### config.mk
export PLATFORM = sky130hd
export DESIGN_NAME = sram_fifo_ctrl_flat
export DESIGN_NICKNAME = d
export VERILOG_FILES = /design/src/rtl/sram_fifo_ctrl_if.sv /design/src/rtl/sram_fifo_ctrl.sv /design/src/flat_wrapper.sv
export SDC_FILE = /design/constraint.sdc
export NUM_CORES = 1
export LEC_CHECK = 0
export CAP_MARGIN = 20
export CORE_ASPECT_RATIO = 1.4
export CORE_MARGIN = 3
export CORE_UTILIZATION = 30
export DETAILED_ROUTE_END_ITERATION = 10
export GPL_ROUTABILITY_DRIVEN = 0
export PLACE_DENSITY = 0.58
export RECOVER_POWER = 50
export SLEW_MARGIN = 40
export SYNTH_ARGS = -nofsm -noshare
export SYNTH_HDL_FRONTEND = slang
export SYNTH_SLANG_ARGS = --single-unit
### constraint.sdc
create_clock -name clk -period 4.8 [get_ports clk]
set_clock_uncertainty 0.2 [all_clocks]
set_input_delay 0.48 -clock clk [delete_from_list [all_inputs] [get_ports clk]]
set_output_delay 0.48 -clock clk [all_outputs]
set_load 0.01 [all_outputs]
### src/rtl/sram_fifo_ctrl_if.sv
// Push and pop stream bundle for sram_fifo_ctrl.
// The master drives pushes and pop-ready. The slave (the FIFO) drives in_ready and the registered head.
interface sram_fifo_ctrl_if #(
  parameter int DATA_WIDTH = 8
);
  logic                  in_valid;
  logic                  in_ready;
  logic [DATA_WIDTH-1:0] in_data;
  logic                  out_valid;
  logic                  out_ready;
  logic [DATA_WIDTH-1:0] out_data;

  modport master (
    output in_valid, in_data, out_ready,
    input  in_ready, out_valid, out_data
  );

  modport slave (
    input  in_valid, in_data, out_ready,
    output in_ready, out_valid, out_data
  );
endinterface

### src/rtl/sram_fifo_ctrl.sv
// FIFO controller that owns the single port of a 16x8 SRAM, plus a one-entry output register (capacity DEPTH+1).
// Define SRAM_FIFO_FLUSH_EN to add a synchronous 'flush' input that clears the FIFO.
module sram_fifo_ctrl #(
  parameter int DATA_WIDTH = 8,
  parameter int ADDR_WIDTH = 4,
  parameter int DEPTH      = 16
) (
  input  logic                  clk,
  input  logic                  reset,
`ifdef SRAM_FIFO_FLUSH_EN
  input  logic                  flush,
`endif
  sram_fifo_ctrl_if.slave       sif,
  output logic [ADDR_WIDTH:0]   count,
  output logic [ADDR_WIDTH-1:0] mem_address,
  output logic [DATA_WIDTH-1:0] mem_data_in,
  output logic                  mem_write_en,
  input  logic [DATA_WIDTH-1:0] mem_data_out
);

  localparam logic [ADDR_WIDTH:0] MEM_FULL = (ADDR_WIDTH+1)'(DEPTH);

  logic [ADDR_WIDTH-1:0] r_wr_ptr;
  logic [ADDR_WIDTH-1:0] r_rd_ptr;
  logic [ADDR_WIDTH:0]   r_mem_count;
  logic                  r_out_valid;
  logic [DATA_WIDTH-1:0] r_out_data;

  logic w_flush;
  logic w_mem_empty;
  logic w_pop;
  logic w_slot_free;
  logic w_fetch;
  logic w_bypass;
  logic w_in_ready;
  logic w_push;
  logic w_write;

`ifdef SRAM_FIFO_FLUSH_EN
  assign w_flush = flush;
`else
  assign w_flush = 1'b0;
`endif

  // A read of the SRAM always wins the single port.
  // Writes therefore only happen while the output register is held.
  assign w_mem_empty = (r_mem_count == '0);
  assign w_pop       = r_out_valid & sif.out_ready;
  assign w_slot_free = ~r_out_valid | w_pop;
  assign w_fetch     = w_slot_free & ~w_mem_empty & ~w_flush;
  assign w_bypass    = w_slot_free & w_mem_empty;
  assign w_in_ready  = ~reset & ~w_flush &
                       (w_bypass | ((r_mem_count != MEM_FULL) & ~w_fetch));
  assign w_push      = sif.in_valid & w_in_ready;
  assign w_write     = w_push & ~w_bypass;

  assign sif.in_ready  = w_in_ready;
  assign sif.out_valid = r_out_valid;
  assign sif.out_data  = r_out_data;
  assign mem_write_en  = w_write;
  assign mem_address   = w_fetch ? r_rd_ptr : r_wr_ptr;
  assign mem_data_in   = sif.in_data;
  assign count         = r_mem_count + {{ADDR_WIDTH{1'b0}}, r_out_valid};

  always_ff @(posedge clk or posedge reset) begin
    if (reset) begin
      r_wr_ptr    <= '0;
      r_rd_ptr    <= '0;
      r_mem_count <= '0;
      r_out_valid <= 1'b0;
      r_out_data  <= '0;
    end else if (w_flush) begin
      // out_data is deliberately kept; only occupancy is cleared.
      r_wr_ptr    <= '0;
      r_rd_ptr    <= '0;
      r_mem_count <= '0;
      r_out_valid <= 1'b0;
    end else begin
      if (w_fetch) begin
        r_out_data  <= mem_data_out;
        r_out_valid <= 1'b1;
        r_rd_ptr    <= r_rd_ptr + ADDR_WIDTH'(1);
        r_mem_count <= r_mem_count - (ADDR_WIDTH+1)'(1);
      end else if (w_bypass && sif.in_valid) begin
        r_out_data  <= sif.in_data;
        r_out_valid <= 1'b1;
      end else if (w_pop) begin
        r_out_valid <= 1'b0;
      end

      if (w_write) begin
        r_wr_ptr    <= r_wr_ptr + ADDR_WIDTH'(1);
        r_mem_count <= r_mem_count + (ADDR_WIDTH+1)'(1);
      end
    end
  end

endmodule

### src/flat_wrapper.sv
// flat-port wrapper written by rule: the top's interface ports become plain ports
module sram_fifo_ctrl_flat 
#(
  parameter int DATA_WIDTH = 8,
  parameter int ADDR_WIDTH = 4,
  parameter int DEPTH      = 16
)
  (clk, reset, count, mem_address, mem_data_in, mem_write_en, mem_data_out, sif_in_valid, sif_in_data, sif_out_ready, sif_in_ready, sif_out_valid, sif_out_data);
  sram_fifo_ctrl_if #(.DATA_WIDTH(DATA_WIDTH)) sif_i ();
  input  logic clk;
  input  logic reset;
  output logic [ADDR_WIDTH:0] count;
  output logic [ADDR_WIDTH-1:0] mem_address;
  output logic [DATA_WIDTH-1:0] mem_data_in;
  output logic mem_write_en;
  input  logic [DATA_WIDTH-1:0] mem_data_out;
  input wire logic [$bits(sif_i.in_valid)-1:0] sif_in_valid;
  input wire logic [$bits(sif_i.in_data)-1:0] sif_in_data;
  input wire logic [$bits(sif_i.out_ready)-1:0] sif_out_ready;
  output wire logic [$bits(sif_i.in_ready)-1:0] sif_in_ready;
  output wire logic [$bits(sif_i.out_valid)-1:0] sif_out_valid;
  output wire logic [$bits(sif_i.out_data)-1:0] sif_out_data;
  assign sif_i.in_valid = sif_in_valid;
  assign sif_i.in_data = sif_in_data;
  assign sif_i.out_ready = sif_out_ready;
  assign sif_in_ready = sif_i.in_ready;
  assign sif_out_valid = sif_i.out_valid;
  assign sif_out_data = sif_i.out_data;
  sram_fifo_ctrl #(.DATA_WIDTH(DATA_WIDTH), .ADDR_WIDTH(ADDR_WIDTH), .DEPTH(DEPTH)) u_core (.clk(clk), .reset(reset), .sif(sif_i), .count(count), .mem_address(mem_address), .mem_data_in(mem_data_in), .mem_write_en(mem_write_en), .mem_data_out(mem_data_out));
endmodule
==> impl_metrics.toml, run 1 <==
[outcome]
outcome = "complete, no violations"

[layout]
final_cells = 219
drive_above_1_share = 0.101
antennaDiodeCount = 0
final_cell_mix = "clkdlybuf4s50_1, dfrtp_1, a21oi_1"
final-seq-area_sq_um = 551
fillers = 422
final_core_util = 0.436
multi_input_area_sq_um = 672
layout_commonest_cell = "clkdlybuf4s50_1"
layout.nets = 188
areaGrowthSynthToFinish_pct = 39.4
postLayoutCellArea_sq_um = 1850

[cts]
h-tree-depth = 1
postCtsHoldBufs = 0
clockBufferDepth = 2
cts_resized = 0
clock-sinks = 22
cts_root_buffer = "clkbuf_8"
clk_latency_ns = 0.26
numCtsBuffers = 3
clk_pin_slew_worst_paths_ns = 0.08
cts_tree = "yes"
cts_setup_buffers = 0

[setup_path]
cp.required_ns = 4.74
endpoint_kind = "flop"
crit_type = "input port to flop"
crit_fanout = 6
crit_path_start_kind = "input port"
worstPathArrival_ns = 3.93

[timing]
final-setup-viol-count = 0
timing.fmax_ghz = 0.251
period_minus_slack_ns = 3.99
tightest_slew_ns = 0.985
fin_crit_sh = 0.832
hold_viol = 0
drv_slew = 0
fin_setup_tns_ns = 0
rsz0062_at_grt = "no"
slew_headroom = 0.336

[logic_synthesis]
yosysSeqAreaShare = 0.415
synth-compound-area-share = 0.135
synth_top_family_by_area = "compound AO/OA/AOI/OAI gates"
synthDistinctLibCells = 29
synth-simple-area-share = 0.127
syn-num-nets = 147
netlist_area_sq_um = 1330
synthAdderAreaFrac = 0.0812
synth_xor_area_frac = 0.0859
yosys_register_bits = 22
muxShareOfSynthArea = 0.0935
syn_avg_cell_area_sq_um = 11.1
syn_inst = 119
ys.warnings.count = 0

[placement]
dpl.cell_count = 215
dp_hpwl_mm = 2.56
post_dp_cell_area_sq_um = 1800
io_buffer_count = 47

[power_and_ir_drop]
irDropWorstVdd_uv = 190
p_total_uw = 1010
power_density_nw_per_um2 = 550
power_leakage_uw = 0.000710

[floorplanning]
ioPinCount = 48
start_util = 0.313
die_w_um = 62.2
design.die.area_sq_um = 5260
rows = 28
coreArea_sq_um = 4240
die_y_um = 84.6

[routing]
drtIter0Drc = 23
firstDrtPassIters = 4
wl_mm = 3.12
post_drt_wl_per_cell_um = 14.2
drc = 0
vias = 1051
drtAntennaViolNets = 0
viasPerCell = 4.80

[job]
max-cap-violations = 0

[hold_path]
hold_path_class = "flop to flop"

[grt]
grt_overflow = 0
grt_max_degree = 24
grt_pass1_wl_mm = 5.29
grt_usage = 0.124
antenna_found_initial = 0
grt_pass1_vias = 1168
-- synthesized netlist by cell type --
library cell / n / share of area
nor2_4: 1 / 0.0085
o22ai_1: 8 / 0.038
a21boi_2: 1 / 0.0085
nor4bb_1: 1 / 0.0076
buf_4: 8 / 0.045
inv_1: 2 / 0.0057
fa_1: 1 / 0.015
nand3_1: 4 / 0.015
nor2_1: 2 / 0.0057
nand2_1: 3 / 0.0085
xnor2_1: 8 / 0.053
nor2b_1: 9 / 0.042
xor2_1: 5 / 0.033
a21o_1: 2 / 0.011
o21ai_4: 1 / 0.012
nand3b_1: 1 / 0.0057
buf_2: 2 / 0.0076
buf_1: 1 / 0.0028
o31ai_4: 1 / 0.016
or4_1: 1 / 0.0057
nand4_1: 1 / 0.0047
mux4_2: 1 / 0.017
a21oi_1: 13 / 0.049
mux2_2: 9 / 0.076
nor4_2: 1 / 0.0094
ha_1: 7 / 0.066
dfrtp_1: 22 / 0.42
nand2b_1: 2 / 0.0094
or3_1: 1 / 0.0047
-- per-layer routing --
metal / global-route usage / wire (um)
met4: 0.0503 / 59
met3: 0.0361 / 272
met2: 0.244 / 1670
met1: 0.117 / 1120
met5: 0 / 0
-- where the power goes --
part           switching [uW]  leakage [uW]  internal [uW]
Combinational             199      0.000423            295
Sequential               91.6      0.000251            256
Clock                    61.8     0.0000357            111
Total                     352      0.000710            663
-- cells by family after synthesis --
kind of cell / count (synthesis)
adders and majority gates: 8
muxes: 10
buffers and inverters: 13
AOI/OAI and AO/OA: 26
DFF: 22
xor gates and xnor gates: 13
and+or+nand+nor: 27
-- final cells by class --
class	instances	share of cell area
multi-input cells	84	0.364
flip-flops and latches	22	0.298
repair buffers	47	0.255
well taps	60	0.0407
clock buffers	3	0.0224
clock inverters	1	0.0163
inverters	2	0.00407
-- stage by stage --
stage               setup WS (ns)  hold WS, ns
global placement             1.17        0.251
global route                0.617        0.293
finish                      0.808        0.272
CTS                          1.28        0.276
detailed placement           1.01        0.263
floorplan                    1.79        0.238
-- registers in the layout (all words and copies together) (netlist names) --
register	cells
u_core.r_wr_ptr	4
u_core.sif.out_data	8
u_core.r_mem_count	5
u_core.r_rd_ptr	4
u_core.sif.out_valid	1
-- critical path, stage by stage --
cell and delay [ns]:
dlygate4sd3_1 0.57, nor4bb_1 0.48, a21boi_0 0.71, inv_1 0.26, fa_1 0.51, a21o_1 0.20, a21oi_1 0.20, mux4_2 0.52
-- path summary, 6_finish.rpt --
check,start,to,slack [ns],depth (start not counted)
min reg2reg,u_core.r_rd_ptr[3]$_DFFE_PP0P_,u_core.r_rd_ptr[3]$_DFFE_PP0P_,0.27,1
min,u_core.r_rd_ptr[3]$_DFFE_PP0P_,u_core.r_rd_ptr[3]$_DFFE_PP0P_,0.27,1
min in group asynchronous,reset,u_core.sif.out_data[5]$_DFFE_PP0P_,0.67,2
max reg2reg,u_core.sif.out_valid$_DFFE_PP0P_,u_core.r_mem_count[4]$_DFFE_PP0P_,1.16,7
max in group asynchronous,reset,u_core.r_mem_count[3]$_DFFE_PP0P_,3.21,2
max,reset,u_core.r_mem_count[4]$_DFFE_PP0P_,0.81,8
No activity file was read; power rests on OpenSTA's default activity.
==> run 2: changes to the inputs <==
- clock period: 4.8 -> 3.9 ns (I/O delays scaled with it)
==> run 2 against run 1 <==
Net effect: final cell count grew 1.4%; hold slack gained 0.0039 ns; critical path type unchanged; clock-buffer cell count is the same; critical path depth stayed put; largest cell class unchanged; sequential power is 25% higher; global-route usage about the same.
==> impl_metrics.toml, run 2 (synthesis results as in run 1) <==
[timing]
fin_setup_tns_ns = 0
period_minus_slack_ns = 3.21
fin_crit_sh = 0.824
hold_viol = 0
drv_slew = 0
rsz0062_at_grt = "no"
slew_headroom = 0.216
tightest_slew_ns = 1.18
final-setup-viol-count = 0
timing.fmax_ghz = 0.311

[setup_path]
crit_fanout = 4
rr_startpoint = "u_core.r_mem_count[2]$_DFFE_PP0P_"
crit_path_start_kind = "input port"
cp.required_ns = 3.83
endpoint_kind = "flop"
worstPathArrival_ns = 3.15
critPathLaunch = "reset"
crit_type = "input port to flop"

[floorplanning]
die_w_um = 62.2
design.die.area_sq_um = 5260
rows = 28
die_y_um = 84.6
coreArea_sq_um = 4240
start_util = 0.313
ioPinCount = 48

[cts]
cts_tree = "yes"
numCtsBuffers = 3
clk_latency_ns = 0.25
clk_pin_slew_worst_paths_ns = 0.08
clockBufferDepth = 2
clock-sinks = 22
h-tree-depth = 1
cts_setup_buffers = 0
postCtsHoldBufs = 0
cts_root_buffer = "clkbuf_8"
cts_resized = 0

[outcome]
outcome = "complete, no violations"

[routing]
wl_mm = 2.98
vias = 1036
post_drt_wl_per_cell_um = 13.4
viasPerCell = 4.67
firstDrtPassIters = 3
drtIter0Drc = 20
drtAntennaViolNets = 0
drc = 0

[layout]
final_cell_mix = "clkdlybuf4s50_1, dfrtp_1, a21oi_1"
final_core_util = 0.444
antennaDiodeCount = 0
fillers = 404
layout_commonest_cell = "clkdlybuf4s50_1"
areaGrowthSynthToFinish_pct = 41.9
final-seq-area_sq_um = 551
layout.nets = 191
final_cells = 222
drive_above_1_share = 0.123
multi_input_area_sq_um = 687
largest_reg_flops = 8

[grt]
grt_pass1_wl_mm = 5.35
grt_pass1_vias = 1147
antenna_found_initial = 0
grt_usage = 0.124
grt_max_degree = 23
grt_overflow = 0

[placement]
dp_hpwl_mm = 2.42
dpl.cell_count = 218
io_buffer_count = 47

[power_and_ir_drop]
irDropWorstVdd_uv = 219
power_leakage_uw = 0.000725
power_density_nw_per_um2 = 662
p_total_uw = 1250

[job]
max-cap-violations = 0

[hold_path]
hp-start = "u_core.r_rd_ptr[3]$_DFFE_PP0P_"
hold_path_class = "flop to flop"
run 2: cell count changes in the layout (fill, tap and decap cells not counted):
cell,before,now
a21boi_0,1,0
a21boi_2,0,1
buf_4,0,2
clkbuf_1,0,1
clkdlybuf4s50_1,36,35
dlygate4sd3_1,11,12
o21ai_0,1,0
o21ai_4,0,1
run 2: area by class of cell:
type / instances / share of cell area
clock buffer: 3 / 0.0220
clock inverter: 1 / 0.0160
inverter: 2 / 0.00399
multi-input combinational: 84 / 0.365
sequential: 22 / 0.293
tap: 60 / 0.0399
timing repair buffer: 50 / 0.260
run 2: per-stage QoR:
step / cell area (sq um) / setup WS (ns) / hold WS, ns
final: 1880 / 0.686 / 0.276
after global routing: 1880 / 0.448 / 0.313
after CTS: 1890 / 0.657 / 0.276
after detailed placement: 1820 / 0.461 / 0.262
after global placement: 1820 / 0.553 / 0.260
after floorplan: 1330 / 0.925 / 0.188
run 2: per-layer routing:
layer  global-route usage  vias to the layer above  part of all wire
li1                     -                      502                 -
met1                0.130                      495              0.39
met2                0.240                       37              0.54
met3               0.0348                        2             0.068
met4               0.0302                        0            0.0071
met5                    0                        -                 0
run 2: power by group:
group          internal (uW)  switching, uW  total [uW]
Sequential               315            119         434
Clock                    137           73.1         210
Combinational            364            238         602
run 2: critical path, cell delays in order:
cell           delay [ns]
dlygate4sd3_1        0.57
nor4bb_1             0.44
a21boi_2             0.25
inv_1                0.12
fa_1                 0.48
a21o_1               0.20
a21oi_1              0.19
mux4_2               0.51
run 2: final timing paths:
| check | to | slack, ns | cells after the start |
|---|---|---|---|
| hold / removal | u_core.r_rd_ptr[3]$_DFFE_PP0P_ | 0.28 | 1 |
| hold reg to reg | u_core.r_rd_ptr[3]$_DFFE_PP0P_ | 0.28 | 1 |
| max in group asynchronous | u_core.r_mem_count[3]$_DFFE_PP0P_ | 1.99 | 3 |
| setup / recovery | u_core.r_mem_count[4]$_DFFE_PP0P_ | 0.69 | 8 |
| setup reg to reg | u_core.r_mem_count[4]$_DFFE_PP0P_ | 0.86 | 7 |
| min in group asynchronous | u_core.sif.out_data[2]$_DFFE_PP0P_ | 0.82 | 3 |
==> run 3: changes to the inputs <==
- PLACE_DENSITY: 0.58 -> 0.6
- clock period: 3.9 -> 2.9 ns (I/O delays scaled with it)
==> run 3 against run 2 <==
Net effect: via count is 11% higher; highest routed layer unchanged; cell area is 10% higher; register-to-register slack worse by 0.62 ns; sequential power is 25% higher.
==> impl_metrics.toml, run 3 (synthesis results as in run 1) <==
[outcome]
outcome = "complete, no violations"

[hold_path]
hold_path_class = "flop to flop"

[cts]
clockBufferDepth = 2
clock-sinks = 22
h-tree-depth = 1
postCtsHoldBufs = 0
cts_root_buffer = "clkbuf_8"
cts_tree = "yes"
numCtsBuffers = 3
clk_latency_ns = 0.26
clk_pin_slew_worst_paths_ns = 0.08

[placement]
dp_hpwl_mm = 2.71
dpl.cell_count = 229
io_buffer_count = 47

[layout]
drive_above_1_share = 0.254
areaGrowthSynthToFinish_pct = 56.6
final_core_util = 0.489
layout_commonest_cell = "clkdlybuf4s50_1"
largest_reg_flops = 8
final_cells = 241
antennaDiodeCount = 0
final_cell_mix = "clkdlybuf4s50_1, buf_4, dfrtp_1"
layout.nets = 210

[timing]
timing.fmax_ghz = 0.355
fin_crit_sh = 0.972
fin_setup_tns_ns = 0
slew_headroom = 0.206
whs_ns = 0.271
period_minus_slack_ns = 2.82
drv_slew = 0
hold_viol = 0
tightest_slew_ns = 1.19
final-setup-viol-count = 0
rsz0062_at_grt = "no"

[power_and_ir_drop]
intPower_uw = 1220
p_total_uw = 1870
clkPwrFrac = 0.153
p_sw_frac = 0.350
power_density_nw_per_um2 = 902
power_leakage_uw = 0.000843
p_switching_uw = 655
sequentialPowerShare = 0.289
irDropWorstVdd_uv = 496
power_frac_comb = 0.558

[grt]
grt_max_degree = 23
grt_pass1_wl_mm = 5.63
grt_pass1_vias = 1235
grt_usage = 0.129
grt_overflow = 0
antenna_found_initial = 0

[setup_path]
worstPathArrival_ns = 2.33
crit_path_end = "mem_address[1]"
rr_startpoint = "u_core.sif.out_valid$_DFFE_PP0P_"
endpoint_kind = "output port"
reg2reg_slack_ns = 0.24
cp.required_ns = 2.41
crit_type = "flop to output port"
reg2reg_to = "u_core.r_mem_count[4]$_DFFE_PP0P_"
crit_fanout = 7
critPathLaunch = "u_core.r_mem_count[1]$_DFFE_PP0P_"
r2r_cells = 7
crit_path_start_kind = "flop"

[floorplanning]
start_util = 0.313
design.die.area_sq_um = 5260
rows = 28
die_w_um = 62.2
ioPinCount = 48
die_y_um = 84.6
coreArea_sq_um = 4240

[routing]
drtAntennaViolNets = 0
firstDrtPassIters = 4
wl_mm = 3.41
post_drt_wl_per_cell_um = 14.2
vias = 1147
drc = 0
drtIter0Drc = 18
viasPerCell = 4.76

[job]
max-cap-violations = 0
run 3: cell type report:
type,count,area [sq um]
clock inverters,1,30.0
repair buffers,69,634
multi-input cells,84,732
fillers,407,2160
clock buffers,3,41.3
well taps,60,75.1
inverters,2,7.51
flip-flops and latches,22,554
run 3: repair_timing:
action                     4_1_cts  5_1_grt
pin swaps                        1        2
buffers inserted                 3        5
setup endpoints to repair        4        6
resized for setup                4        4
run 3: how the worst min path moves through the flow:
stage	start	to	slack (ns)	cells after the start
6_report	u_core.r_rd_ptr[3]$_DFFE_PP0P_	u_core.r_rd_ptr[3]$_DFFE_PP0P_	0.27	1
5_1_grt	u_core.r_rd_ptr[3]$_DFFE_PP0P_	u_core.r_rd_ptr[3]$_DFFE_PP0P_	0.30	1
4_1_cts	u_core.r_rd_ptr[3]$_DFFE_PP0P_	u_core.r_rd_ptr[3]$_DFFE_PP0P_	0.28	1
3_5_place_dp	u_core.r_rd_ptr[3]$_DFFE_PP0P_	u_core.r_rd_ptr[3]$_DFFE_PP0P_	0.26	1
3_3_place_gp	u_core.r_rd_ptr[3]$_DFFE_PP0P_	u_core.r_rd_ptr[3]$_DFFE_PP0P_	0.25	1
2_1_floorplan	reset	u_core.r_mem_count[0]$_DFFE_PP0P_	0.09	1
run 3: power groups by stage:
stage	clock network [uW]	logic, uW	registers [uW]
2_1_floorplan	0	532	540
3_3_place_gp	0	896	565
3_5_place_dp	0	937	574
4_1_cts	296	981	565
5_1_grt	307	1130	555
6_report	287	1040	541
run 3: layer usage:
metal,track usage,routed length [um],up-vias
met4,0.0302,25,0
li1,-,-,542
met2,0.258,1860,48
met1,0.127,1260,555
met5,0,0,-
met3,0.0415,260,2
run 3: worst max-delay path: stages (launching register included):
cell and delay (ns):
dfrtp_1 0.50, or4_4 0.48, o21ai_4 0.24, mux2_2 0.37
clkdlybuf4s50_1 0.48
run 3: per-stage QoR:
stage,instance area (sq um),setup slack (ns)
3_5_place_dp,1920,-0.228
3_3_place_gp,1920,-0.148
4_1_cts,2020,0.0103
5_1_grt,2070,0.0322
6_report,2070,0.0811
2_1_floorplan,1340,0.0269
